**src/rtl/alu_pkg.sv**
```systemverilog
`default_nettype none
// ============================================================================
//  Module      : alu_pkg
//  Description : Opcode encodings and status-flag bundle shared by the ALU
//                core and its registering wrapper.
//  Revision    : 1.0 - initial release
// ============================================================================
package alu_pkg;

    // 3-bit operation select encodings
    localparam logic [2:0] OP_ADD = 3'd0;
    localparam logic [2:0] OP_SUB = 3'd1;
    localparam logic [2:0] OP_AND = 3'd2;
    localparam logic [2:0] OP_OR  = 3'd3;
    localparam logic [2:0] OP_XOR = 3'd4;
    localparam logic [2:0] OP_NOT = 3'd5;
    localparam logic [2:0] OP_SHL = 3'd6;
    localparam logic [2:0] OP_SHR = 3'd7;

    // Status flags that accompany every result
    typedef struct packed {
        logic carry;
        logic zero;
        logic negative;
        logic overflow;
    } alu_flags_t;

    localparam alu_flags_t c_FLAGS_CLEAR = '{carry: 1'b0, zero: 1'b0, negative: 1'b0, overflow: 1'b0};

endpackage : alu_pkg
`default_nettype wire

```
**src/rtl/alu_core.sv**
```systemverilog
`default_nettype none
// ============================================================================
//  Module      : alu_core
//  Description : Purely combinational datapath: computes the result and
//                status flags for one operation from A, B and Op.
//  Revision    : 1.0 - initial release
// ============================================================================
module alu_core
    import alu_pkg::*;
#(
    parameter int WIDTH = 8
) (
    input  logic [WIDTH-1:0] A,
    input  logic [WIDTH-1:0] B,
    input  logic [2:0]       Op,
    output logic [WIDTH-1:0] result,
    output alu_flags_t       flags
);

    // Arithmetic is done one bit wider so bit WIDTH holds carry-out or borrow.
    logic [WIDTH:0] w_sum;
    logic [WIDTH:0] w_diff;

    assign w_sum  = {1'b0, A} + {1'b0, B};
    assign w_diff = {1'b0, A} - {1'b0, B};

    // Select result, carry and signed overflow for the requested operation
    always_comb begin
        result         = '0;
        flags          = c_FLAGS_CLEAR;
        case (Op)
            OP_ADD: begin
                result         = w_sum[WIDTH-1:0];
                flags.carry    = w_sum[WIDTH];
                // Same-sign operands producing a different-sign result
                flags.overflow = (A[WIDTH-1] == B[WIDTH-1]) &&
                                 (w_sum[WIDTH-1] != A[WIDTH-1]);
            end
            OP_SUB: begin
                result         = w_diff[WIDTH-1:0];
                flags.carry    = w_diff[WIDTH];
                // Opposite-sign operands and the result sign departs from A
                flags.overflow = (A[WIDTH-1] != B[WIDTH-1]) &&
                                 (w_diff[WIDTH-1] != A[WIDTH-1]);
            end
            OP_AND: result = A & B;
            OP_OR:  result = A | B;
            OP_XOR: result = A ^ B;
            OP_NOT: result = ~A;
            OP_SHL: begin
                result      = {A[WIDTH-2:0], 1'b0};
                flags.carry = A[WIDTH-1];
            end
            OP_SHR: begin
                result      = {1'b0, A[WIDTH-1:1]};
                flags.carry = A[0];
            end
            default: begin
                result = '0;
                flags  = c_FLAGS_CLEAR;
            end
        endcase
        flags.zero     = (result == '0);
        flags.negative = result[WIDTH-1];
    end

endmodule : alu_core
`default_nettype wire

```
**src/rtl/alu.sv**
```systemverilog
`default_nettype none
// ============================================================================
//  Module      : alu
//  Description : Single-cycle-latency ALU. Accepts one operation per cycle
//                when in_valid is high and presents the registered result and
//                flags on the following cycle with a one-cycle out_valid.
//  Revision    : 1.0 - initial release
// ============================================================================
module alu
    import alu_pkg::*;
#(
    parameter int WIDTH = 8
) (
    input  logic             clk,
    input  logic             rst_n,
    input  logic             in_valid,
    input  logic [WIDTH-1:0] A,
    input  logic [WIDTH-1:0] B,
    input  logic [2:0]       Op,
    output logic [WIDTH-1:0] R,
    output logic             out_valid,
    output logic             carry,
    output logic             zero,
    output logic             negative,
    output logic             overflow
);

    logic [WIDTH-1:0] w_result;
    alu_flags_t       w_flags;

    logic [WIDTH-1:0] r_result;
    alu_flags_t       r_flags;
    logic             r_out_valid;

    alu_core #(
        .WIDTH (WIDTH)
    ) u_core (
        .A      (A),
        .B      (B),
        .Op     (Op),
        .result (w_result),
        .flags  (w_flags)
    );

    // Capture result and flags on accepted operations; otherwise hold them
    always_ff @(posedge clk or negedge rst_n) begin
        if (!rst_n) begin
            r_result    <= '0;
            r_flags     <= c_FLAGS_CLEAR;
            r_out_valid <= 1'b0;
        end else begin
            r_out_valid <= in_valid;
            if (in_valid) begin
                r_result <= w_result;
                r_flags  <= w_flags;
            end
        end
    end

    assign R         = r_result;
    assign out_valid = r_out_valid;
    assign carry     = r_flags.carry;
    assign zero      = r_flags.zero;
    assign negative  = r_flags.negative;
    assign overflow  = r_flags.overflow;

endmodule : alu
`default_nettype wire

```
**config.mk**
```make
export PLATFORM = sky130hd
export DESIGN_NAME = alu
export DESIGN_NICKNAME = d
export VERILOG_FILES = /design/src/rtl/alu_pkg.sv /design/src/rtl/alu_core.sv /design/src/rtl/alu.sv
export SDC_FILE = /design/constraint.sdc
export NUM_CORES = 1
export LEC_CHECK = 0
export CORE_ASPECT_RATIO = 0.6
export CORE_MARGIN = 4
export CORE_UTILIZATION = 51
export DETAILED_ROUTE_END_ITERATION = 10
export GPL_ROUTABILITY_DRIVEN = 0
export GPL_TIMING_DRIVEN = 0
export PLACE_DENSITY_LB_ADDON = 0.3
export SYNTH_ARGS = -nofsm -noshare
export SYNTH_HDL_FRONTEND = slang
export SYNTH_HIERARCHICAL = 1
export SYNTH_SLANG_ARGS = --single-unit
```
**constraint.sdc**
```tcl
create_clock -name clk -period 1.3 [get_ports clk]
set_input_delay 0.39 -clock clk [delete_from_list [all_inputs] [get_ports clk]]
set_output_delay 0.39 -clock clk [all_outputs]
set_load 0.01 [all_outputs]
```
# ---- After elaboration in Yosys (flattened, before gate mapping)
# Cells that the tools add are included.
dict set report word_totals {
  ff_bits 13
  word_cells 30
  out_inout_bits 13
}
dict set report classes {
  n_eq_ne 11
  bitwise 4
  n_reduce_logical 4
  addsub 2
  muxes 3
}
# op n
set op_table {}
lappend op_table {{$pmux 8 s8} 1}
lappend op_table {{$eq 3x3->1 const B} 4}
lappend op_table {{$add 8x8->9} 1}
lappend op_table {{$sub 8x8->9} 1}
lappend op_table {{$and 8x8->8} 1}
lappend op_table {{$logic_not 8->1} 1}
lappend op_table {{$not 8->8} 1}
lappend op_table {{$or 8x8->8} 1}
lappend op_table {{$xor 8x8->8} 1}
lappend op_table {{$eq 3x2->1 const B} 2}
lappend op_table {{$pmux 1 s4} 1}
lappend op_table {{$eq 3x1->1 const B} 1}
lappend op_table {{$logic_not 3->1} 1}
lappend op_table {{$ne 1x1->1} 3}
lappend op_table {{$logic_and 1x1->1} 2}
lappend op_table {{$pmux 1 s2} 1}
lappend op_table {{$eq 1x1->1} 1}

# ---- Longest topological paths before layout
# Gate-level depths: netlist (run 1).
dict set report logic_depth {
  depth_word 4
  mapped_depth 10
}

# ---- By module
# The synthesis (run 1) kept the hierarchy.
# module area_per_inst_um2 n_inst cells_each
set modules_own_cells {}
lappend modules_own_cells {alu_core 1530.2 1 216}
lappend modules_own_cells {alu 509.2 1 26}

# ---- Least setup slack after synthesis (run 1)
# OpenSTA, ideal clock, no wires.
dict set report synth_path {
  kind {in2reg}
  start {input A[0]}
  end {register r_flags, in the netlist zero}
  setup_time_ps 64
  arrival_ps 2555
  path_stages 10
  path_slack_ps -1320
  path_cell_list {inv_1 ha_1 fa_1 or2_1 a32o_1 a221o_1 a211o_1 a211o_1 nor4_2 mux2_4}
}
# item line
set synth_lines {}
lappend synth_lines {{start: declaration} alu.sv:17} ;# input logic [WIDTH-1:0] A,
lappend synth_lines {{end signal: assignment} alu.sv:49} ;# r_flags <= c_FLAGS_CLEAR;
lappend synth_lines {{end signal: assignment} alu.sv:55} ;# r_flags <= w_flags;
lappend synth_lines {{end: declaration} alu.sv:32} ;# alu_flags_t r_flags;

==> impl_metrics.tcl, run 1 <==
set metrics [dict create \
    drv_slew 0 \
    cts.path.max_buffers 2 \
    seq_area_frac_synth 0.1595 \
    p_leak_nw 1.314 \
    nets 345 \
    ys_warn_count 6 \
    io_pins 35 \
    htree_levels 1 \
    status "finished with violations" \
    hold_viol 0 \
    worstSetupEndpointType "flip-flop" \
    required_ps 1440 \
    num_rows 17 \
    slew_headroom 0.6088 \
    cp.arrival_ps 2780 \
    grtUsageTotal 0.2614 \
    dp_hpwl_um 4646 \
    clk_latency_ps 250 \
    final_core_util 0.7916 \
    violations "negative setup slack" \
    antenna_cells 0 \
    r2r_setup_slack_ps 510 \
    cp_max_fo 3 \
    drt_iter0_markers 334 \
    port_buffers 34 \
    layout-drive-gt1-share 0.4054 \
    cts_buffers 3 \
    die_h_um 56.99 \
    path_cells "buf_12, inv_12, ha_4, fa_2, or2_4, buf_6, a221oi_4, o21bai_1, nor2_1, o41ai_2, a221o_1, mux2_4" \
    power_w 0.002147 \
    crit_path_top_delay_cell "fa_2" \
    ys_types 62 \
    grt_setup_unrepaired "true" \
    synthToLayoutAreaGrowth_pct 46.14 \
    finalSetupViolCount 12 \
    max_stage_delay_ps 400 \
    min_period_ps 2648 \
    synth_ff_type "dfrtp_1" \
    powerDensity_nw_per_um2 720.3 \
    instances_no_fill 343 \
    worstRegToRegCells 1 \
    criticalPathCategory "input pin to flip-flop" \
    cp-start-kind "input pin" \
    antenna_found_initial 0 \
    min_period_over_period 2.037 \
    drv_cap 0 \
    cts.sink_count 13 \
    worst_slew_pin_slew_ps 585.0 \
    dieArea_um2 5108 \
    synth_area_um2 2039 \
    dp_cells 323 \
    timing.rr.end "R[4]" \
    synthArstFlopShare 1.000 \
    fillCellCount 251 \
    ys_seq_elements 13 \
    hold_ws_ps 506.7 \
    tns_ps -11320 \
    syn-instance-count 242 \
    grt_pass1_vias 2018 \
    wl_per_cell_um 20.84 \
    min_path_type "input pin to asynchronous set/reset pin" \
    synth_edf_count 0 \
    vias 2232 \
    hold_buffers 0 \
    ir_drop_v 0.0006514 \
    grt_max_degree 14 \
    syn_avg_cell_area_um2 8.428 \
    path_clk_slew_ps 60 \
    cts-root-buf "clkbuf_8" \
    vias_per_cell 6.507 \
    grt_overflow_total 0 \
    cts_tree "yes" \
    drt-total-wl_um 7147 \
    fin_ws_ps -1348 \
    grt_pass1_wl_um 10220 \
    core_area_um2 3765 \
    first_pass_iters 5 \
    initial_core_util 0.5417 \
    finalClockSkew_ps 0 \
    fmaxAchievable_mhz 377.6 \
    synth_nets 290 \
    drt_drc_violations_left 0 \
    ant_nets 0 \
    die_w_um 89.64 \
    r2r_start "R[4]" \
]
[stage by stage]
stage	setup slack, ps	instance area, um2
floorplan	-1199	2122
global placement	-2201	2521
detailed placement	-2236	2521
CTS	-1375	2818
global route	-1392	2980
finish	-1348	2980
[layer usage]
layer,vias up,GRT usage,routed length (um)
met4,0,0.07006,152
met1,1067,0.3741,2936
li1,988,-,-
met2,153,0.3927,3222
met3,24,0.06205,835
met5,-,0,0
[power by group]
group          internal, W  total (W)  switching [W]  leakage [nW]
sequential        0.000470   0.000509      0.0000383         0.161
combinational     0.000630    0.00127       0.000644          1.13
clock             0.000217   0.000364       0.000148        0.0228
[cells by family (layout without fill, tap and decap cells)]
group	count (synthesis)	after routing	share of synthesized area
flip-flops	13	13	0.1595
buffers and inverters	40	94	0.09079
AO/OA/AOI/OAI	75	75	0.2712
adder cells (fa/ha/maj)	26	26	0.1669
XOR/XNOR	2	2	0.008591
AND/OR/NAND/NOR	67	67	0.1828
multiplexers	19	19	0.1202
[flip-flops by register name, indices dropped and copies added, names as in the netlist]
| name | cells |
|---|---|
| R | 8 |
| overflow | 1 |
| carry | 1 |
| out_valid | 1 |
| negative | 1 |
| zero | 1 |
[worst max-delay path by stage]
stage	start	to	slack, ps
2_1_floorplan	A[0]	zero	-1200
3_3_place_gp	A[0]	zero	-2200
3_5_place_dp	A[0]	zero	-2240
4_1_cts	A[0]	zero	-1370
5_1_grt	A[0]	carry	-1390
6_report	A[0]	carry	-1350
[area by class of cell]
type,count,area [um2],share of cell area
multi-input combinational,189,1847,0.6196
timing repair buffer,51,473.0,0.1587
sequential,13,325.3,0.1092
buffer,14,120.1,0.04030
inverter,25,111.4,0.03736
tap,47,58.81,0.01973
clock buffer,4,45.04,0.01511
[cell usage after synthesis (3+ instances only)]
master | n | area share
a211oi_1 | 5 | 0.018
a21oi_1 | 9 | 0.022
a221oi_1 | 4 | 0.017
a311oi_1 | 3 | 0.013
and2_1 | 5 | 0.015
buf_2 | 7 | 0.017
buf_4 | 3 | 0.011
clkbuf_1 | 3 | 0.0055
dfrtp_1 | 13 | 0.16
ha_1 | 24 | 0.15
inv_1 | 25 | 0.046
mux2_2 | 4 | 0.022
mux2_4 | 10 | 0.074
mux2i_1 | 5 | 0.025
nand2_1 | 10 | 0.018
nand2b_1 | 6 | 0.018
nor2_1 | 20 | 0.037
nor2b_1 | 5 | 0.015
o211ai_1 | 7 | 0.026
o21ai_0 | 10 | 0.025
o21bai_1 | 4 | 0.015
o221ai_1 | 3 | 0.013
or2_2 | 3 | 0.0092
[cells in the final DEF, fill, tap and decap left out, drive strengths merged, types with 10 or more instances in the layout]
cell / instances
ha: 24
mux2: 14
buf: 32
o21ai: 10
clkdlybuf4s15: 13
nor2: 20
inv: 25
dfrtp: 13
nand2: 10
clkbuf: 11
[worst max-delay path, delay by kind of cell]
family,cells,cell delay (ps)
AOI/OAI and AO/OA,4,870
adders and majority gates,2,560
and+or+nand+nor,2,460
muxes,1,250
buffers and inverters,3,240
[repair_timing]
action                     in CTS  in global routing
setup endpoints to repair      25                 16
buffers inserted               12                  5
gates resized for setup       106                 40
pin swaps                      20                  9
No activity file was read; power rests on OpenSTA's default activity.
==> run 2: changes to the inputs <==
GPL_ROUTABILITY_DRIVEN = default   (was 0)
==> impl_metrics.tcl, run 2 (synthesized netlist as in run 1, its figures left out) <==
set metrics [dict create \
    hold_viol 0 \
    die_h_um 56.99 \
    finalClockSkew_ps 0 \
    comb_power_share 0.577 \
    final_core_util 0.7667 \
    criticalPathCategory "input pin to flip-flop" \
    p_sw_frac 0.3858 \
    worst_slew_pin_slew_ps 618.7 \
    htree_levels 1 \
    worstSetupEndpointType "flip-flop" \
    hold_buffers 0 \
    grt_pass1_wl_um 10710 \
    die_w_um 89.64 \
    initial_core_util 0.5417 \
    clkPwrFrac 0.178 \
    fin_ws_ps -1318 \
    slew_headroom 0.5862 \
    wl_per_cell_um 20.06 \
    violations "negative setup slack" \
    cts_buffers 3 \
    required_ps 1490 \
    p_leak_nw 1.279 \
    grt_overflow_total 0 \
    powerDensity_nw_per_um2 721.2 \
    layout-drive-gt1-share 0.3639 \
    crit_path_top_delay_cell "fa_2" \
    finalSetupViolCount 12 \
    first_pass_iters 5 \
    ir_drop_v 0.0005206 \
    drt-total-wl_um 6842 \
    tns_ps -11900 \
    io_pins 35 \
    path_cells "buf_12, inv_12, ha_4, fa_2, or2_4, a32o_2, a221o_1, a211o_1, a211o_1, nor4_2, mux2_4" \
    status "finished with violations" \
    r2r_setup_slack_ps 520 \
    path_clk_slew_ps 60 \
    max_stage_delay_ps 420 \
    p_int_w 0.001279 \
    drv_cap 0 \
    cp-start-kind "input pin" \
    min_period_over_period 2.014 \
    ant_nets 0 \
    clk_latency_ps 240 \
    drt_drc_violations_left 0 \
    largest_register_ffs 8 \
    core_area_um2 3765 \
    nets 343 \
    routabilityCongestion 1.000 \
    dp_hpwl_um 4688 \
    grtUsageTotal 0.2726 \
    cts-root-buf "clkbuf_8" \
    grt_pass1_vias 2152 \
    antenna_found_initial 0 \
    vias 2191 \
    grt_setup_unrepaired "true" \
    num_rows 17 \
    p_switching_w 0.0008032 \
    cts.sink_count 13 \
    cts_tree "yes" \
    drt_iter0_markers 197 \
    port_buffers 34 \
    min_period_ps 2618 \
    grt_max_degree 14 \
    cp_max_fo 2 \
    antenna_cells 0 \
    fmaxAchievable_mhz 381.9 \
    cts.path.max_buffers 2 \
    dieArea_um2 5108 \
    drv_slew 0 \
    synthToLayoutAreaGrowth_pct 41.53 \
    vias_per_cell 6.425 \
    hold_ws_ps 512.5 \
    cp.arrival_ps 2810 \
    min_path_type "flip-flop to flip-flop" \
    cpMostUsedCell "a211o_1" \
    mostFrequentLayoutCells "buf_4, nor2_1, inv_1, ha_1, dfrtp_1" \
    dp_cells 323 \
    instances_no_fill 341 \
    p_seq_frac 0.244 \
]
## run 2: cell count changes in the layout (fill, tap and decap cells not counted), sizes merged
| cell | delta |
|---|---|
| dlymetal6s2s | -3 |
| clkdlybuf4s15 | -1 |
| buf | -2 |
| clkdlybuf4s50 | +1 |
| dlygate4sd2 | +2 |
| clkbuf | +1 |
## run 2: path summary, 6_finish.rpt
path / from / end / cells after the start
min in group asynchronous: rst_n / R[2] / 1
max reg2reg: zero / zero / 1
max: A[0] / zero / 11
min reg2reg: negative / negative / 1
min: negative / negative / 1
max in group asynchronous: rst_n / R[7] / 1
## run 2: per-layer routing
metal  track usage  vias up  wire length, um
met5             0        -                0
met4       0.06157        0              154
li1              -      990                -
met1        0.3919     1038             2995
met3       0.06494       21              654
met2        0.4135      142             3038
## run 2: critical path: cells and delay by family
kind | cells | cell delay [ps]
compound gates | 4 | 1160
fa+ha+maj | 2 | 580
buf+inv | 2 | 120
mux | 1 | 170
simple gates | 2 | 390
## run 2: cell type report
class | instances | area (um2)
inverter | 25 | 106.4
clock buffer | 4 | 45.04
buffer | 14 | 123.9
timing repair buffer | 49 | 424.2
fill | 271 | 878.3
sequential | 13 | 325.3
tap | 47 | 58.81
multi-input combinational | 189 | 1803
## run 2: metrics by stage
step | worst slack [ps] | cell area, um2 | power (W)
after detailed placement | -2210 | 2521 | 0.001528
after global routing | -1355 | 2887 | 0.002191
after CTS | -1340 | 2863 | 0.002014
after floorplan | -1199 | 2122 | 0.001142
after global placement | -2198 | 2521 | 0.001505
final | -1318 | 2887 | 0.002082
## run 2: timing repair
action,CTS,global route
gates resized for setup,109,19
pin swaps,25,7
hold endpoints to repair,0,0
setup endpoints to repair,25,20
buffers inserted,13,2
## run 2: power groups by stage
| stage | clock network, W | logic, W | registers [W] |
|---|---|---|---|
| after global placement | 0 | 0.000996 | 0.000510 |
| after CTS | 0.000376 | 0.00113 | 0.000507 |
| after detailed placement | 0 | 0.00101 | 0.000514 |
| after floorplan | 0 | 0.000601 | 0.000541 |
| final | 0.000371 | 0.00120 | 0.000509 |
| after global routing | 0.000398 | 0.00128 | 0.000519 |
